### src/rtl/mdu_pkg.sv
// rtl/mdu_pkg.sv - shared types, constants and op-decode helpers for the multiply/divide unit
//
// Contents:
//   mdu_op_t     4-bit operation code (codes 10..15 decode as NOP)
//   mdu_state_t  controller states IDLE / ITER / FIX / MUL
//   ITER_STEPS   number of shift-add / shift-subtract steps per iterative op
//   is_long_op   op stalls the pipeline until done
//   is_signed_op op treats its operands as two's complement
package mdu_pkg;

    typedef enum logic [3:0] {
        OP_NOP   = 4'd0,
        OP_MULT  = 4'd1,
        OP_MULTU = 4'd2,
        OP_DIV   = 4'd3,
        OP_DIVU  = 4'd4,
        OP_MUL   = 4'd5,
        OP_MFHI  = 4'd6,
        OP_MFLO  = 4'd7,
        OP_MTHI  = 4'd8,
        OP_MTLO  = 4'd9
    } mdu_op_t;

    typedef enum logic [1:0] {
        IDLE = 2'd0,
        ITER = 2'd1,
        FIX  = 2'd2,
        MUL  = 2'd3
    } mdu_state_t;

    localparam int ITER_STEPS = 32;

    function automatic logic is_long_op(input logic [3:0] op);
        return (op == OP_MULT) || (op == OP_MULTU) || (op == OP_DIV) ||
               (op == OP_DIVU) || (op == OP_MUL);
    endfunction

    function automatic logic is_signed_op(input logic [3:0] op);
        return (op == OP_MULT) || (op == OP_DIV) || (op == OP_MUL);
    endfunction

endpackage

### src/rtl/pipe_mdu_if.sv
// rtl/pipe_mdu_if.sv - EXE-stage to multiply/divide unit interface
//
// Signals:
//   mdu_en   EXE holds an MDU instruction this cycle        (master -> slave)
//   mdu_op   operation code, held while stall is high        (master -> slave)
//   a, b     forwarded rs / rt values                        (master -> slave)
//   stall    freeze IF/ID/EXE, bubble into MEM               (slave -> master)
//   done     one-cycle pulse, long op finished               (slave -> master)
//   mdu_out  result to the write-back select                 (slave -> master)
//   hi, lo   HI / LO register contents                       (slave -> master)
interface pipe_mdu_if;

    logic        mdu_en;
    logic [3:0]  mdu_op;
    logic [31:0] a;
    logic [31:0] b;
    logic        stall;
    logic        done;
    logic [31:0] mdu_out;
    logic [31:0] hi;
    logic [31:0] lo;

    modport master (
        output mdu_en, mdu_op, a, b,
        input  stall, done, mdu_out, hi, lo
    );

    modport slave (
        input  mdu_en, mdu_op, a, b,
        output stall, done, mdu_out, hi, lo
    );

endinterface

### src/rtl/mdu_seq_core.sv
// rtl/mdu_seq_core.sv - unsigned 32-step shift-add multiply / shift-subtract divide datapath
//
// Ports:
//   clk, rst_n  clock, asynchronous active-low reset
//   start       load operands, clear step counter
//   div         at start: 1 = divide op_a / op_b, 0 = multiply op_a * op_b
//   op_a, op_b  operand magnitudes
//   step        perform one iteration this cycle
//   last        the step being taken now is the final one
//   result      divide: {remainder, quotient}; multiply: 64-bit product
module mdu_seq_core
    import mdu_pkg::*;
(
    input  logic        clk,
    input  logic        rst_n,
    input  logic        start,
    input  logic        div,
    input  logic [31:0] op_a,
    input  logic [31:0] op_b,
    input  logic        step,
    output logic        last,
    output logic [63:0] result
);

    logic [63:0] acc;
    logic [31:0] m;
    logic [4:0]  cnt;
    logic        mode_div;
    logic [32:0] div_part;
    logic        div_fit;
    logic [31:0] div_rem;
    logic [32:0] mul_sum;

    // Divide keeps the partial remainder in acc[63:32] and shifts quotient
    // bits into acc[0]. The shifted remainder is below 2*m, so after a
    // successful subtract it fits back into 32 bits.
    // Multiply keeps the multiplier in acc[31:0] and shifts right, adding
    // the multiplicand into the top half whenever the outgoing bit is set.
    always_comb begin
        div_part = acc[63:31];
        div_fit  = div_part >= {1'b0, m};
        div_rem  = div_part[31:0] - m;
        mul_sum  = {1'b0, acc[63:32]} + (acc[0] ? {1'b0, m} : 33'd0);
    end

    always_ff @(posedge clk or negedge rst_n) begin
        if (!rst_n) begin
            acc      <= '0;
            m        <= '0;
            cnt      <= '0;
            mode_div <= 1'b0;
        end else if (start) begin
            acc      <= div ? {32'd0, op_a} : {32'd0, op_b};
            m        <= div ? op_b : op_a;
            cnt      <= '0;
            mode_div <= div;
        end else if (step) begin
            if (mode_div)
                acc <= div_fit ? {div_rem, acc[30:0], 1'b1} : {acc[62:0], 1'b0};
            else
                acc <= {mul_sum, acc[31:1]};
            cnt <= cnt + 5'd1;
        end
    end

    assign last   = cnt == 5'(ITER_STEPS - 1);
    assign result = acc;

endmodule

### src/rtl/pipe_mdu.sv
// rtl/pipe_mdu.sv - EXE-stage multiply/divide unit owning HI/LO, with pipeline stall
//
// Ports:
//   clk    pipeline clock
//   rst_n  asynchronous active-low reset
//   bus    pipe_mdu_if.slave: mdu_en/mdu_op/a/b in; stall/done/mdu_out/hi/lo out
//
// Build option MDU_MULT_ITER_EN: when defined, multiplies run on the shared
// 32-step iterative datapath; otherwise a registered single-cycle multiplier
// is used. Divides are iterative in both builds.
module pipe_mdu
    import mdu_pkg::*;
(
    input  logic      clk,
    input  logic      rst_n,
    pipe_mdu_if.slave bus
);

    mdu_state_t  state;
    logic [31:0] hi_r, lo_r;
    logic [31:0] a_raw, b_raw;
    logic        done_r;
    logic        neg_a, neg_b, op_div;

    logic        op_is_div, signed_op, accept, start_iter, core_last;
    logic [31:0] mag_a, mag_b, q_fix, r_fix;
    logic [63:0] core_res, p_fix;

    always_comb begin
        op_is_div = (bus.mdu_op == OP_DIV) || (bus.mdu_op == OP_DIVU);
        signed_op = is_signed_op(bus.mdu_op);
        // done_r blocks a relaunch of the held instruction in its release cycle
        accept    = bus.mdu_en && is_long_op(bus.mdu_op) && (state == IDLE) && !done_r;
        mag_a     = (signed_op && bus.a[31]) ? -bus.a : bus.a;
        mag_b     = (signed_op && bus.b[31]) ? -bus.b : bus.b;
`ifdef MDU_MULT_ITER_EN
        start_iter = accept;
`else
        start_iter = accept && op_is_div;
`endif
    end

    mdu_seq_core u_core (
        .clk    (clk),
        .rst_n  (rst_n),
        .start  (start_iter),
        .div    (op_is_div),
        .op_a   (mag_a),
        .op_b   (mag_b),
        .step   (state == ITER),
        .last   (core_last),
        .result (core_res)
    );

    // neg_a/neg_b are only set for signed ops, so unsigned ops pass through.
    // Signed 0x80000000 / -1 falls out naturally: magnitude quotient
    // 0x80000000 negates to itself and the remainder is zero.
    always_comb begin
        q_fix = (neg_a ^ neg_b) ? -core_res[31:0] : core_res[31:0];
        r_fix = neg_a ? -core_res[63:32] : core_res[63:32];
        p_fix = (neg_a ^ neg_b) ? -core_res : core_res;
    end

`ifndef MDU_MULT_ITER_EN
    logic [63:0] mul_prod;
    // neg_x doubles as the sign-extension bit: zero for unsigned ops
    assign mul_prod = {{32{neg_a}}, a_raw} * {{32{neg_b}}, b_raw};
`endif

    always_ff @(posedge clk or negedge rst_n) begin
        if (!rst_n) begin
            state  <= IDLE;
            hi_r   <= '0;
            lo_r   <= '0;
            a_raw  <= '0;
            b_raw  <= '0;
            done_r <= 1'b0;
            neg_a  <= 1'b0;
            neg_b  <= 1'b0;
            op_div <= 1'b0;
        end else begin
            done_r <= 1'b0;
            case (state)
                IDLE: begin
                    if (accept) begin
                        a_raw  <= bus.a;
                        b_raw  <= bus.b;
                        neg_a  <= signed_op && bus.a[31];
                        neg_b  <= signed_op && bus.b[31];
                        op_div <= op_is_div;
`ifdef MDU_MULT_ITER_EN
                        state  <= ITER;
`else
                        state  <= op_is_div ? ITER : MUL;
`endif
                    end else if (bus.mdu_en) begin
                        if (bus.mdu_op == OP_MTHI) hi_r <= bus.a;
                        if (bus.mdu_op == OP_MTLO) lo_r <= bus.a;
                    end
                end
                ITER: begin
                    if (core_last) state <= FIX;
                end
                FIX: begin
                    if (op_div && (b_raw == 32'd0)) begin
                        lo_r <= 32'hFFFF_FFFF;
                        hi_r <= a_raw;
                    end else if (op_div) begin
                        lo_r <= q_fix;
                        hi_r <= r_fix;
                    end else begin
                        {hi_r, lo_r} <= p_fix;
                    end
                    done_r <= 1'b1;
                    state  <= IDLE;
                end
`ifndef MDU_MULT_ITER_EN
                MUL: begin
                    {hi_r, lo_r} <= mul_prod;
                    done_r <= 1'b1;
                    state  <= IDLE;
                end
`endif
                default: state <= IDLE;
            endcase
        end
    end

    assign bus.stall   = (state != IDLE) || accept;
    assign bus.done    = done_r;
    assign bus.hi      = hi_r;
    assign bus.lo      = lo_r;
    assign bus.mdu_out = (bus.mdu_op == OP_MFHI) ? hi_r : lo_r;

endmodule

### src/flat_wrapper.sv
// flat-port wrapper written by rule: the top's interface ports become plain ports
module pipe_mdu_flat import mdu_pkg::*;
  (clk, rst_n, bus_mdu_en, bus_mdu_op, bus_a, bus_b, bus_stall, bus_done, bus_mdu_out, bus_hi, bus_lo);
  pipe_mdu_if bus_i ();
  input  logic clk;
  input  logic rst_n;
  input wire logic [$bits(bus_i.mdu_en)-1:0] bus_mdu_en;
  input wire logic [$bits(bus_i.mdu_op)-1:0] bus_mdu_op;
  input wire logic [$bits(bus_i.a)-1:0] bus_a;
  input wire logic [$bits(bus_i.b)-1:0] bus_b;
  output wire logic [$bits(bus_i.stall)-1:0] bus_stall;
  output wire logic [$bits(bus_i.done)-1:0] bus_done;
  output wire logic [$bits(bus_i.mdu_out)-1:0] bus_mdu_out;
  output wire logic [$bits(bus_i.hi)-1:0] bus_hi;
  output wire logic [$bits(bus_i.lo)-1:0] bus_lo;
  assign bus_i.mdu_en = bus_mdu_en;
  assign bus_i.mdu_op = bus_mdu_op;
  assign bus_i.a = bus_a;
  assign bus_i.b = bus_b;
  assign bus_stall = bus_i.stall;
  assign bus_done = bus_i.done;
  assign bus_mdu_out = bus_i.mdu_out;
  assign bus_hi = bus_i.hi;
  assign bus_lo = bus_i.lo;
  pipe_mdu u_core (.clk(clk), .rst_n(rst_n), .bus(bus_i));
endmodule
### config.mk
export PLATFORM = sky130hd
export DESIGN_NAME = pipe_mdu_flat
export DESIGN_NICKNAME = d
export VERILOG_FILES = /design/src/rtl/mdu_pkg.sv /design/src/rtl/pipe_mdu_if.sv /design/src/rtl/mdu_seq_core.sv /design/src/rtl/pipe_mdu.sv /design/src/flat_wrapper.sv
export SDC_FILE = /design/constraint.sdc
export NUM_CORES = 2
export LEC_CHECK = 0
export ABC_CLOCK_PERIOD_IN_PS = 11000
export BUFFER_PORTS_ARGS = -buffer_cell sky130_fd_sc_hd__buf_2
export CORE_MARGIN = 5
export CORE_UTILIZATION = 65
export DETAILED_ROUTE_END_ITERATION = 12
export GPL_ROUTABILITY_DRIVEN = 0
export PLACE_DENSITY = 0.83
export SYNTH_ARGS = -nofsm -noshare
export SYNTH_HDL_FRONTEND = slang
export SYNTH_SLANG_ARGS = --single-unit
export TNS_END_PERCENT = 5
### constraint.sdc
create_clock -name clk -period 11 [get_ports clk]
set_clock_uncertainty 0.05 [all_clocks]
set_input_delay 3.3 -clock clk [delete_from_list [all_inputs] [get_ports clk]]
set_output_delay 3.3 -clock clk [all_outputs]
set_load 0.05 [all_outputs]
# Word level (Yosys, flattened, before mapping)
# Cells that the tools add are included.
# classes
bitwise	1
mul	1
muxes	32
n_reduce_logical	26
n_addsub	8
n_eq_ne	18
order_cmp	1
# ops
cell	count
two-way mux 32 bit	18
two-way mux 64 bit	5
one-hot mux 32 bit (3 select lines)	2
negator 32 bit	4
multiplier 33 x 33 -> 64 bit	1
negator 64 bit	1
adder 32 x 32 -> 33 bit	1
>= comparator 33 x 32 -> 1 bit	1
zero test 32 bit	1
subtractor 32 bit	1
== test 4 x 3 -> 1 bit, second input constant	3
two-way mux 5 bit	2
== test 4 x 2 -> 1 bit, second input constant	2
== test 4 bit, second input constant	2
logical OR 1 bit	8
inequality test 2 x 1 -> 1 bit, second input constant	4
AND reduction 4 bit	2
logical AND 1 bit	7
two-way mux 2 bit	3
one-hot mux 2 bit (3 select lines)	1
adder 5 x 1 -> 5 bit, second input constant	1
== test 5 bit, second input constant	1
== test 2 bit, second input constant	2
== test 4 x 1 -> 1 bit, second input constant	1
10 further kinds	13
# totals
elab_cells	100
ff_bits	236
output_inout_bits	98

# Longest topological paths before layout
# logic_depth
depth_word	10
mapped_depth	32
mapped_depth_nobuf	28

# Modules after synthesis
# From an unflattened synthesis, not the netlist that was laid out.
# unflattened
hier_cells	6367
hier_area_um2	56730.7
# by_module_without_submodules
mod	area_per_inst_um2	instances	cells_each	seq_area_each_um2
pipe_mdu	47491.8	1	5236	3353.2
mdu_seq_core	9238.9	1	1131	2552.4

# Least setup slack after synthesis
# No wires, ideal clock.
# synth_timing
path_type	register to register
start	register u_core.neg_a
end	register u_core.hi_r[25] (netlist: u_core.bus.hi[25])
setup_ns	0.082
setup_slack_ns	2.591
arrival_ns	8.277
n_path_buf	5
path_stages_with_launch	29
period_less_slack_ns	8.409
cell_sequence	dfrtp_1 > clkbuf_1 > buf_1 > clkbuf_1 > clkbuf_1 > nand2_1 > inv_1 > fa_1 > fa_1 > fa_1 > fa_1 > inv_1 > fa_1 > inv_1 > fa_1 > fa_1 > inv_1 > fa_1 > inv_1 > ha_1 > clkbuf_1 > a21o_1 > a21oi_1 > a21oi_1 > or3_1 > a211o_1 > a21oi_1 > nand3_1 > a31oi_1
# synth_via
elab_chain_cells	5
# synth_lines
element	line_no	text
from (decl)	pipe_mdu.sv:23	logic neg_a, neg_b, op_div;
from (signal assigned)	pipe_mdu.sv:88	neg_a <= signed_op && bus.a[31];
branches (longest 4 deep; another with multiplier 33 x 33 -> 64 bit)	-	
one-hot mux 32 bit (3 select lines) (*)	pipe_mdu.sv:83	case (state)
to (signal assigned)	pipe_mdu.sv:107	hi_r <= a_raw;
to (signal assigned)	pipe_mdu.sv:110	hi_r <= r_fix;
to (signal assigned)	pipe_mdu.sv:112	{hi_r, lo_r} <= p_fix;
to (decl)	pipe_mdu.sv:20	logic [31:0] hi_r, lo_r;
# Every way passes the cells marked *.
# A chain may end at the register's enable or synchronous reset.

# Worst setup path after layout
# Same ends and word-level chain as after synthesis.

==> key figures <==
Status
  • Outcome: complete, no violations

Timing
  • Tcrit/Tclk final: 84.5%
  • Worst-Margin Slew: 1.25 ns
  • Fmax: 108 MHz
  • Pins Over Slew Limit: 0
  • Slew Limit Headroom: 16.1%
  • Setup TNS: 0 ns
  • Final Hold Vio Count: 0
  • RSZ-0062 raised after global routing: no
  • Period minus WS final: 9.29 ns
  • PnR worst setup slack: 1.71 ns
  • Setup violations, final: 0

Clock tree
  • Clock Path Buffers: 3
  • CTS Buf Count: 26
  • Post-CTS Resized: 0
  • Worst-Skew Late Latency: 0.59 ns
  • H-Tree Depth: 1
  • Hold-fix buffers at CTS: 0
  • Clock root cell: clkbuf_16
  • Clk pin slew, worst setup/hold paths: 0.07 ns
  • Clk sinks: ~240
  • Setup Buffers After CTS: 0
  • CTS tree: yes

Synth
  • Commonest cells post-synth: inv_1 (1194), fa_1 (1127), nand2_1 (777), and2_1 (543), clkbuf_1 (357)
  • Post-synth net total: between 7k and 8k
  • Most frequent cell after synthesis: inv_1
  • Top cells by area, synth: fa_1 (40%), dfrtp_1 (10%), inv_1 (8.0%)
  • Register bit total from synthesis: 236
  • Main synth FF type: dfrtp_1
  • Cell taking the most area after synthesis: fa_1
  • Syn Area/Cell: 8.89 um^2
  • Post-Syn Area: roughly 56000 um^2
  • EDFF count, synth: 0
  • Yosys top cell area share: 40.1%
  • Synth Instances: 6330
  • Async SR Flop Fraction: 100%
  • Synth unique cells: 88
  • Sequential area share after synthesis: roughly a tenth
  • Synth warnings: 0

GRT
  • Largest net degree at the start of global routing: 117
  • Grt total ovfl: 0
  • Tot GR Track Use: between 30% and 40%
  • Initial antenna violation count: 14
  • Number of global-route vias before repair: between 50k and 60k
  • First-pass GRT wire length: 270000 um

Run
  • Max capacitance violation total: 0

Die
  • Core box area: approximately 86000 um^2
  • Horiz. Die Dim: 304 um
  • Rows: roughly 110
  • I/O pin count: 169
  • Initial core utilization: approximately 65%
  • Die Y: 304 um
  • Die ar.: 92600 um^2

Finish
  • Fillcell total: approximately 6.5k
  • Final net count: roughly 7.7k
  • Register area: 5910 um^2
  • Layout area overhead: 4.58%
  • Multi-input gate area: ~45000 um^2
  • Layout cell share with drive strength beyond 1: 6.83%

Hold path
  • Worst hold-check path type: flop to flop
  • Hold Path Stages: 2

Route
  • ANT nets after route: 0
  • Via count: 46.3k
  • # DRC: 0
  • Vias per cell: 6.23
  • Routed length per instance: 22.5 um
  • Initial drt markers: about 5.6k
  • Post-Route WL: approximately 170000 um
  • Drt pass-1 iters: 9

Critical path
  • Cells on worst reg2reg path: 24
  • Req. time, crit path: 11.43 ns
  • WP data arrival: 9.72 ns
  • Type of the worst setup path: flop to flop
  • CP Max Fanout: 54
  • Startpoint class of the critical path: flop
  • CP endpoint kind: flop

Place
  • DP HPWL: between 100000 and 150000 um
  • Setup slack at placement: 1.96 ns
  • Port Buffers: around 170
## metrics by stage
stage	cells	hold slack [ns]	area, um^2	utilization [%]
CTS	7426	0.434	58800	68.1
detailed placement	7378	0.420	58000	67.1
floorplan	6330	0.400	56300	-
finish	7434	0.436	58900	68.2
global placement	7378	0.413	58000	67.1
global route	7427	0.461	58800	68.1
## flip-flops by register name (all words and copies together) (netlist names)
name and count:
u_core.bus.hi 32, u_core.b_raw 32, u_core.state 2, u_core.neg_a 1
u_core.bus.lo 32, u_core.neg_b 1, u_core.u_core.result 64, u_core.u_core.mode_div 1
u_core.bus.done 1, u_core.u_core.cnt 5, u_core.u_core.m 32, u_core.op_div 1
u_core.a_raw 32
## placed cells by master, fill, tap and decap left out, types with 9 or more instances in the layout
cell type	Yosys	routed
a211o_1	9	9
a211oi_1	25	25
a21o_1	55	55
a21oi_1	219	218
a221o_1	10	10
a221oi_1	23	23
a22oi_1	28	28
a31oi_1	36	36
and2_1	543	543
and3_1	15	15
buf_2	5	167
buf_4	0	99
clkbuf_16	0	26
dfrtp_1	236	232
fa_1	1127	1127
ha_1	282	282
inv_1	1194	1194
mux2_2	90	90
mux2i_1	56	56
nand2_1	777	777
nand2b_1	33	33
nand3_1	54	54
nand4_1	21	21
nor2_1	237	235
nor2b_1	54	54
nor3_1	46	45
nor4_1	20	19
o211ai_1	14	14
o21a_1	30	30
o21ai_0	118	118
o21ai_1	103	102
o21bai_1	14	14
o221ai_1	40	40
o31ai_1	22	22
o41ai_1	15	15
or3_1	31	31
or4_1	15	15
xnor2_1	145	145
xor2_1	100	100
## critical path, cell delays in order (launching register included)
cell     delay [ns]
dfrtp_2        1.14
nand2_1        0.23
inv_1          0.19
fa_1           0.51
fa_1           0.57
fa_1           0.92
fa_1           0.63
inv_1          0.50
fa_1           0.51
inv_1          0.09
fa_1           0.41
fa_1           0.49
inv_1          0.05
fa_1           0.50
inv_1          0.05
ha_1           0.40
and2_1         0.25
nand3_1        0.15
nor3_1         0.28
nand3_1        0.18
a21oi_1        0.37
a211o_1        0.15
a21oi_1        0.07
or3_1          0.31
a31oi_1        0.16
## per-layer routing
metal	track usage, %	vias to the layer above	routed length, um
met5	0	-	122
met4	22.0	14	13400
met3	9.64	903	19800
met2	58.3	3044	76300
met1	45.2	23000	58000
li1	-	19400	-
## cells by family after synthesis
kind of cell / after synthesis / synth area share, %
compound gates: 836 / 9.56
xor+xnor: 245 / 3.81
fa+ha+maj: 1409 / 46.4
buf+inv: 1568 / 10.5
flops: 236 / 10.5
mux: 146 / 2.80
simple gates: 1890 / 16.5
## layout make-up
class                   instances  area share (%)
diodes                          8          0.0340
clock buffers                  34            1.26
clock inverters                14           0.238
inverters                    1194            7.61
multi-input cells            4526            75.6
flip-flops and latches        236            10.0
well taps                    1155            2.46
repair buffers                267            2.71
## final timing paths
check | slack, ns | start | end
min in group asynchronous | 2.72 | rst_n | u_core.bus.lo[10]$_DFFE_PN0P_
min reg2reg | 0.44 | u_core.u_core.m[13]$_DFFE_PN0P_ | u_core.u_core.m[13]$_DFFE_PN0P_
max in group asynchronous | 6.66 | rst_n | u_core.u_core.mode_div$_DFFE_PN0P_
max | 1.71 | u_core.neg_a$_DFFE_PN0P_ | u_core.bus.hi[25]$_DFFE_PN0P_
min | 0.44 | u_core.u_core.m[13]$_DFFE_PN0P_ | u_core.u_core.m[13]$_DFFE_PN0P_
max reg2reg | 1.71 | u_core.neg_a$_DFFE_PN0P_ | u_core.bus.hi[25]$_DFFE_PN0P_
Power is left out: the tool's default activity adds up to more than one toggle a clock period on the data nets, which glitch-free logic cannot reach.
